### src/rtl/hs_upload_server.sv
// Serves a byte window of game work RAM to the HPS over the ioctl upload channel.
// Arbitrates core pause, raises the upload request and answers HPS read strobes.
module hs_upload_server #(
    parameter int unsigned AW      = 11,
    parameter int unsigned BASE    = 0,
    parameter int unsigned LEN     = 64,
    parameter logic [7:0]  INDEX   = 8'd4,
    parameter logic [23:0] TIMEOUT = 24'd4_800_000
) (
    input  logic          clk_sys,
    input  logic          reset_n,
    input  logic          save_req,
    input  logic          paused,
    input  logic          ioctl_upload,
    input  logic          ioctl_rd,
    input  logic [24:0]   ioctl_addr,
    input  logic [7:0]    ioctl_index,
    output logic [7:0]    ioctl_din,
    output logic          ioctl_upload_req,
    output logic          pause_req,
    output logic [AW-1:0] ram_addr,
    output logic          ram_rd,
    input  logic [7:0]    ram_data,
    output logic          busy,
    output logic          done,
    output logic          err
);

    typedef enum logic [2:0] {
        S_IDLE  = 3'd0,
        S_PWAIT = 3'd1,
        S_REQ   = 3'd2,
        S_SERVE = 3'd3,
        S_FIN   = 3'd4
    } state_t;

    state_t        r_state;
    logic          r_upload_d;
    logic [23:0]   r_cnt;
    logic          r_cap;

    logic          w_idx_ok;
    logic          w_up_rise;
    logic          w_up_fall;
    logic          w_start;
    logic          w_strobe;
    logic          w_in_win;
    logic [AW-1:0] w_off;

    assign w_idx_ok  = (ioctl_index == INDEX);
    assign w_up_rise = ioctl_upload & ~r_upload_d;
    assign w_up_fall = ~ioctl_upload & r_upload_d;
    assign w_start   = w_up_rise & w_idx_ok;
    assign w_strobe  = (r_state == S_SERVE) & ioctl_rd & w_idx_ok;
    assign w_off     = ioctl_addr[AW-1:0];
    // In-window only when the whole 25-bit offset lies below LEN.
    assign w_in_win  = ((ioctl_addr >> AW) == 25'd0) && (32'(w_off) < LEN);

    // Control FSM with registered outputs.
    always_ff @(posedge clk_sys or negedge reset_n) begin
        if (!reset_n) begin
            r_state          <= S_IDLE;
            r_upload_d       <= 1'b0;
            r_cnt            <= 24'd0;
            ioctl_upload_req <= 1'b0;
            pause_req        <= 1'b0;
            busy             <= 1'b0;
            done             <= 1'b0;
            err              <= 1'b0;
        end else begin
            r_upload_d <= ioctl_upload;
            done       <= 1'b0;
            err        <= 1'b0;
            case (r_state)
                S_IDLE: begin
                    if (w_start) begin
                        r_state   <= S_SERVE;
                        busy      <= 1'b1;
                        pause_req <= 1'b1;
                    end else if (save_req) begin
                        r_state   <= S_PWAIT;
                        busy      <= 1'b1;
                        pause_req <= 1'b1;
                    end
                end
                S_PWAIT: begin
                    if (paused) begin
                        r_state          <= S_REQ;
                        ioctl_upload_req <= 1'b1;
                        r_cnt            <= 24'd0;
                    end
                end
                S_REQ: begin
                    if (w_start) begin
                        r_state          <= S_SERVE;
                        ioctl_upload_req <= 1'b0;
                    end else if (r_cnt == TIMEOUT - 24'd1) begin
                        // err is visible in the cycle the count reaches TIMEOUT.
                        r_state          <= S_IDLE;
                        r_cnt            <= TIMEOUT;
                        ioctl_upload_req <= 1'b0;
                        pause_req        <= 1'b0;
                        busy             <= 1'b0;
                        err              <= 1'b1;
                    end else begin
                        r_cnt <= r_cnt + 24'd1;
                    end
                end
                S_SERVE: begin
                    if (w_up_fall) begin
                        r_state   <= S_FIN;
                        pause_req <= 1'b0;
                        done      <= 1'b1;
                    end
                end
                S_FIN: begin
                    r_state <= S_IDLE;
                    busy    <= 1'b0;
                end
                default: begin
                    r_state          <= S_IDLE;
                    ioctl_upload_req <= 1'b0;
                    pause_req        <= 1'b0;
                    busy             <= 1'b0;
                end
            endcase
        end
    end

    // Byte fetch pipeline: address in T+1, RAM data captured at end of T+2.
    always_ff @(posedge clk_sys or negedge reset_n) begin
        if (!reset_n) begin
            ram_addr  <= '0;
            ram_rd    <= 1'b0;
            r_cap     <= 1'b0;
            ioctl_din <= 8'h00;
        end else begin
            ram_rd <= 1'b0;
            if (w_strobe) begin
                // A new strobe cancels any capture still in flight.
                r_cap <= 1'b0;
                if (w_in_win) begin
                    ram_addr <= AW'(BASE) + w_off;
                    ram_rd   <= 1'b1;
                end else begin
                    ioctl_din <= 8'hFF;
                end
            end else begin
                r_cap <= ram_rd;
                if (r_cap) begin
                    ioctl_din <= ram_data;
                end
            end
        end
    end

endmodule

### config.mk
export PLATFORM = sky130hd
export DESIGN_NAME = hs_upload_server
export DESIGN_NICKNAME = d
export VERILOG_FILES = /design/src/rtl/hs_upload_server.sv
export SDC_FILE = /design/constraint.sdc
export NUM_CORES = 1
export LEC_CHECK = 0
export BUFFER_PORTS_ARGS = -buffer_cell sky130_fd_sc_hd__buf_2
export CAP_MARGIN = 30
export CORE_MARGIN = 5
export CORE_UTILIZATION = 40
export DETAILED_ROUTE_END_ITERATION = 10
export PLACE_DENSITY = 0.7
export SLEW_MARGIN = 0
export SYNTH_ARGS = -nofsm -noshare
export SYNTH_HDL_FRONTEND = slang
export SYNTH_SLANG_ARGS = --single-unit
### constraint.sdc
create_clock -name clk_sys -period 4.2 [get_ports clk_sys]
set_clock_uncertainty 0.15 [all_clocks]
set_input_delay 0.21 -clock clk_sys [delete_from_list [all_inputs] [get_ports clk_sys]]
set_output_delay 0.21 -clock clk_sys [all_outputs]
set_load 0.02 [all_outputs]
# Yosys cells after proc, flatten, opt, wreduce, memory -nomap -nowiden
# Index checks and enable logic that the tools add are counted.
# totals
regBits	54
in_bits	47
out_inout_bits	25
word_cells	84
# classes
addsub	1
magnitude_cmp	1
eq_ne	13
muxes	32
bitwise_logic	10
reduce_logical	15
# op_table
op	count
24-bit two-way mux	3
24-bit case mux with 2 select lines	1
25-bit logical NOT	1
24-bit by 1-bit adder with 24-bit output, second input constant	1
24-bit by 23-bit == test with 1-bit output, second input constant	1
8-bit two-way mux	3
3-bit two-way mux	6
1-bit two-way mux	15
3-bit case mux with 4 select lines	1
11-bit by 7-bit less-than comparator with 1-bit output, second input constant	1
2-bit != test, second input constant	5
8-bit by 3-bit == test with 1-bit output, second input constant	1
4-bit AND reduction	2
3-bit by 2-bit == test with 1-bit output, second input constant	2
3-bit != test, second input constant	2
1-bit case mux with 3 select lines	2
3-bit AND reduction	2
1-bit AND	5
1-bit NOT	5
5-bit AND reduction	1
1-bit case mux with 4 select lines	1
2-bit AND reduction	2
2-bit nonzero test	2
2-bit OR reduction	2
other kinds (5)	5

# Longest topological paths before layout
# depth
word_depth	5
depth_mapped	7
ltp_nobuf	6

# Worst setup path before layout
# No wires, ideal clock.
# synth_timing
path_kind	reg2reg
from	register r_cnt[0]
to	register r_cnt[0]
setup_time_ns	0.125
arrival_ns	1.747
t_required_ns	3.925
setup_slack_ns	2.178
stages_incl_launch_ff	7
synth_period_minus_slack_ns	2.022
path_cell_list	dfrtp_1 -> ha_1 -> nand3_1 -> nor3_2 -> a21oi_4 -> buf_6 -> mux2_2
# synth_via
elab_chain_cells	4
word_cells_on_any_way	5
classes_between	1 x add/sub; 1 x eq/ne; 3 x mux
# synth_lines
item	line_no	text
start, declared	39	logic [23:0] r_cnt;
start signal, assigned	106	r_cnt <= r_cnt + 24'd1;
24-bit by 1-bit adder with 24-bit output or 24-bit by 23-bit == test with 1-bit output (tied branches)	106, 97	
24-bit two-way mux *	97	end else if (r_cnt == TIMEOUT - 24'd1) begin
24-bit two-way mux *	94	if (w_start) begin
24-bit case mux with 2 select lines *	74	case (r_state)
# Mark *: on every way between the ends. The rest lies on a longest branch, timed or not. The select of a mux whose other input is x is not followed.
# A chain may end at the register's enable or synchronous reset.

# Worst setup path after layout
# layout_timing
from	input ioctl_upload
to	register r_cnt[9]
# layout_via
elab_chain_cells	4
# layout_lines
item	line_no	text
start, declared	14	input logic ioctl_upload,
1-bit AND	51	assign w_up_rise = ioctl_upload & ~r_upload_d;
1-bit AND	53	assign w_start = w_up_rise & w_idx_ok;
2-bit != test (no source line)	n/a	
3-bit AND reduction (no source line)	n/a	
# No other way between the ends.

==> results.sh <==
export IMPL_gp_congestion=0.825
export IMPL_cp_max_fo=19
export IMPL_gr_usage_all_layers_pct=15.8
export IMPL_synth_distinct_cells=46
export IMPL_synthFlopType="dfrtp_1"
export IMPL_p_int_mw=0.900
export IMPL_overflow=0
export IMPL_power_density_nw_per_um2=409
export IMPL_antenna_left=0
export IMPL_yosysWarnings=0
export IMPL_synth_area_leaders="dfrtp_1 (50%), o21ai_0 (4.7%), a31oi_1 (3.5%)"
export IMPL_slew_headroom_pct=39.2
export IMPL_synth_top_area_share_pct=50.3
export IMPL_synth_fp_nets=313
export IMPL_cp_buffers_inverters=2
export IMPL_clk_path_buf_depth=2
export IMPL_clkPwrFrac_pct=25.1
export IMPL_port_buffer_count=71
export IMPL_initial_utilization_pct=41.8
export IMPL_seq_area_frac_synth_pct=50.3
export IMPL_clock_latency_ns=0.30
export IMPL_switchingPower_mw=0.474
export IMPL_vias=2429
export IMPL_dp_hpwl_microns=4400
export IMPL_dieArea_sq_um=8450
export IMPL_die_y_microns=91.9
export IMPL_slowest_stage="a311o_1"
export IMPL_layout_drive_gt1_share_pct=27.4
export IMPL_finalSetupViolations=0
export IMPL_num_rows=29
export IMPL_synth_top_area_cell="dfrtp_1"
export IMPL_status="finished, final reports clean"
export IMPL_cp_start_kind="input port"
export IMPL_cts_setup_buffers=0
export IMPL_worstMarginPinSlew_ns=0.912
export IMPL_cts_htree_levels=2
export IMPL_die_w_microns=91.9
export IMPL_drc=0
export IMPL_antenna_cells=0
export IMPL_min_path_type="input port to flip-flop"
export IMPL_yosysMostFrequentCell="dfrtp_1"
export IMPL_ys_ff_latch=54
export IMPL_clock_fmax_mhz=390
export IMPL_setup_tns_final_ns=0
export IMPL_slew_viol_final=0
export IMPL_ctsHoldBuffers=16
export IMPL_root_buffer="clkbuf_8"
export IMPL_cp_top_family="compound AO/OA/AOI/OAI gates"
export IMPL_p_comb_share_pct=29.4
export IMPL_numCtsBuffers=5
export IMPL_end_kind="flip-flop"
export IMPL_maxCapViolCount=0
export IMPL_firstDrtPassIters=4
export IMPL_fin_nets=398
export IMPL_async_flop_share_pct=100
export IMPL_syn_inst=265
export IMPL_stdcell_count=428
export IMPL_dp_cells=404
export IMPL_cp_required_ns=4.27
export IMPL_cts_resized=0
export IMPL_leakage_nw=1.48
export IMPL_criticalPathCategory="input port to flip-flop"
export IMPL_grt_pass1_vias=2365
export IMPL_seqPwrFrac_pct=45.5
export IMPL_period_needed_ns=2.56
export IMPL_grt_setup_unrepaired="no"
export IMPL_setup_ws_ns=1.64
export IMPL_yosys_top_cells_count="dfrtp_1 (54), o21ai_0 (25), nand2_1 (22), a21oi_1 (17), a31oi_1 (15)"
export IMPL_cts_tree="yes"
export IMPL_synth_edf_count=0
export IMPL_routed_via_density=5.68
export IMPL_ir_worst_vdd_v=0.000291
export IMPL_first_iter_violations=112
export IMPL_syn_to_final_growth_pct=25.2
export IMPL_fillers=564
export IMPL_hold_viol=0
export IMPL_wl_per_cell_microns=15.1
export IMPL_crit_chain="dlygate4sd3_1 > buf_2 > nor2b_1 > a311o_1 > o31a_1 > o21ai_0 > o21ai_0"
export IMPL_antenna_found_initial=0
export IMPL_avgSynthCellArea_sq_um=10.1
export IMPL_hold_worst_slack_ns=0.0735
export IMPL_cts_sinks=54
export IMPL_cp_slowest_stage_delay_ns=0.70
export IMPL_r2r_setup_slack_ns=1.65
export IMPL_netlist_area_sq_um=2680
export IMPL_cts_reportedPaths_clkPinSlew_ns=0.09
export IMPL_io_pins=72
export IMPL_crit_arrival_ns=2.63
export IMPL_wirelength_microns=6480
export IMPL_cpMostUsedCell="o21ai_0"
export IMPL_core_area_sq_um=6420
export IMPL_place_ws_ns=1.63
export IMPL_grt_max_degree=55
export IMPL_swShare_pct=34.5
export IMPL_grt_pass1_wl_microns=11000
export IMPL_min_period_over_period_pct=61.0
sequential cells by signal (all words and copies together), names as in the netlist:
signal and count:
busy 1, done 1, err 1, ioctl_din 8, ioctl_upload_req 1, pause_req 1, r_cap 1, r_cnt 24
r_state 3, r_upload_d 1, ram_addr 11, ram_rd 1
power by group through the flow:
stage	Sequential, mW	Combinational [mW]	Clock [mW]
after floorplan	0.624	0.293	0
after global placement	0.633	0.387	0
after detailed placement	0.633	0.395	0
after CTS	0.623	0.408	0.358
after global routing	0.634	0.450	0.382
final	0.625	0.404	0.345
final cells by class:
class	instances	area (sq um)	share of cell area, %
Inverter	7	26.3	0.782
Clock inverter	2	37.5	1.12
Multi-Input combinational cell	193	1240	37.1
Tap cell	77	96.3	2.87
Sequential cell	54	1350	40.2
Timing Repair Buffer	89	531	15.8
Clock buffer	6	72.6	2.16
per-stage QoR:
stage          instance area [sq um]  utilization [%]  power [mW]
3_3_place_gp                    3090             48.1        1.02
2_1_floorplan                   2680                -       0.917
6_report                        3360             52.3        1.37
3_5_place_dp                    3090             48.1        1.03
4_1_cts                         3360             52.3        1.39
5_1_grt                         3360             52.3        1.47
layout by cell type, fill, tap and decap left out, types with 2 or more instances in the layout:
| cell | n |
|---|---|
| buf_4 | 2 |
| nor3b_1 | 2 |
| a41oi_1 | 6 |
| o31ai_1 | 5 |
| mux2_2 | 7 |
| nand3_1 | 11 |
| mux2i_1 | 3 |
| clkbuf_8 | 5 |
| nand3b_1 | 2 |
| dfrtp_1 | 54 |
| nor4_2 | 3 |
| o22a_1 | 8 |
| and4_1 | 2 |
| and3_1 | 2 |
| nand2b_1 | 3 |
| nor2_1 | 14 |
| a21oi_1 | 17 |
| dlygate4sd3_1 | 16 |
| buf_2 | 71 |
| and2_1 | 4 |
| inv_1 | 7 |
| nor4b_1 | 2 |
| nand3_2 | 2 |
| nor2b_1 | 6 |
| nor3_1 | 2 |
| nor4_1 | 7 |
| a31oi_1 | 15 |
| nand2_1 | 22 |
| nand4_1 | 7 |
| o21ai_0 | 25 |
path summary, 6_finish.rpt:
| path | start | to | depth (start not counted) |
|---|---|---|---|
| setup reg to reg | r_state[1] | ioctl_din[0] | 5 |
| min in group asynchronous | reset_n | ram_addr[1] | 3 |
| hold / removal | ioctl_addr[8] | ram_rd | 3 |
| setup / recovery | ioctl_upload | r_cnt[9] | 7 |
| max in group asynchronous | reset_n | r_cnt[19] | 3 |
| hold reg to reg | ram_rd | r_cap | 1 |
layer usage:
layer  track usage, %  wire length (microns)  vias up
li1                 -                      -     1176
met4             4.58                     95        0
met1             20.3                   2890     1179
met2             27.3                   3170       64
met3             3.19                    327       10
met5                0                      0        -
tightest hold or removal path, cell delays in order:
cell and delay, ns:
buf_2 0.07, or3_1 0.15, nor4_1 0.06
kinds of logic (layout without fill, tap and decap cells):
group | after synthesis | after routing | share of synthesized area (%)
buffers and inverters | 18 | 104 | 3.26
muxes | 10 | 10 | 4.06
DFF | 54 | 54 | 50.3
and+or+nand+nor | 98 | 98 | 21.8
adders and majority gates | 1 | 1 | 0.466
AOI/OAI and AO/OA | 84 | 84 | 20.1
(Power assumes the default switching activity.)
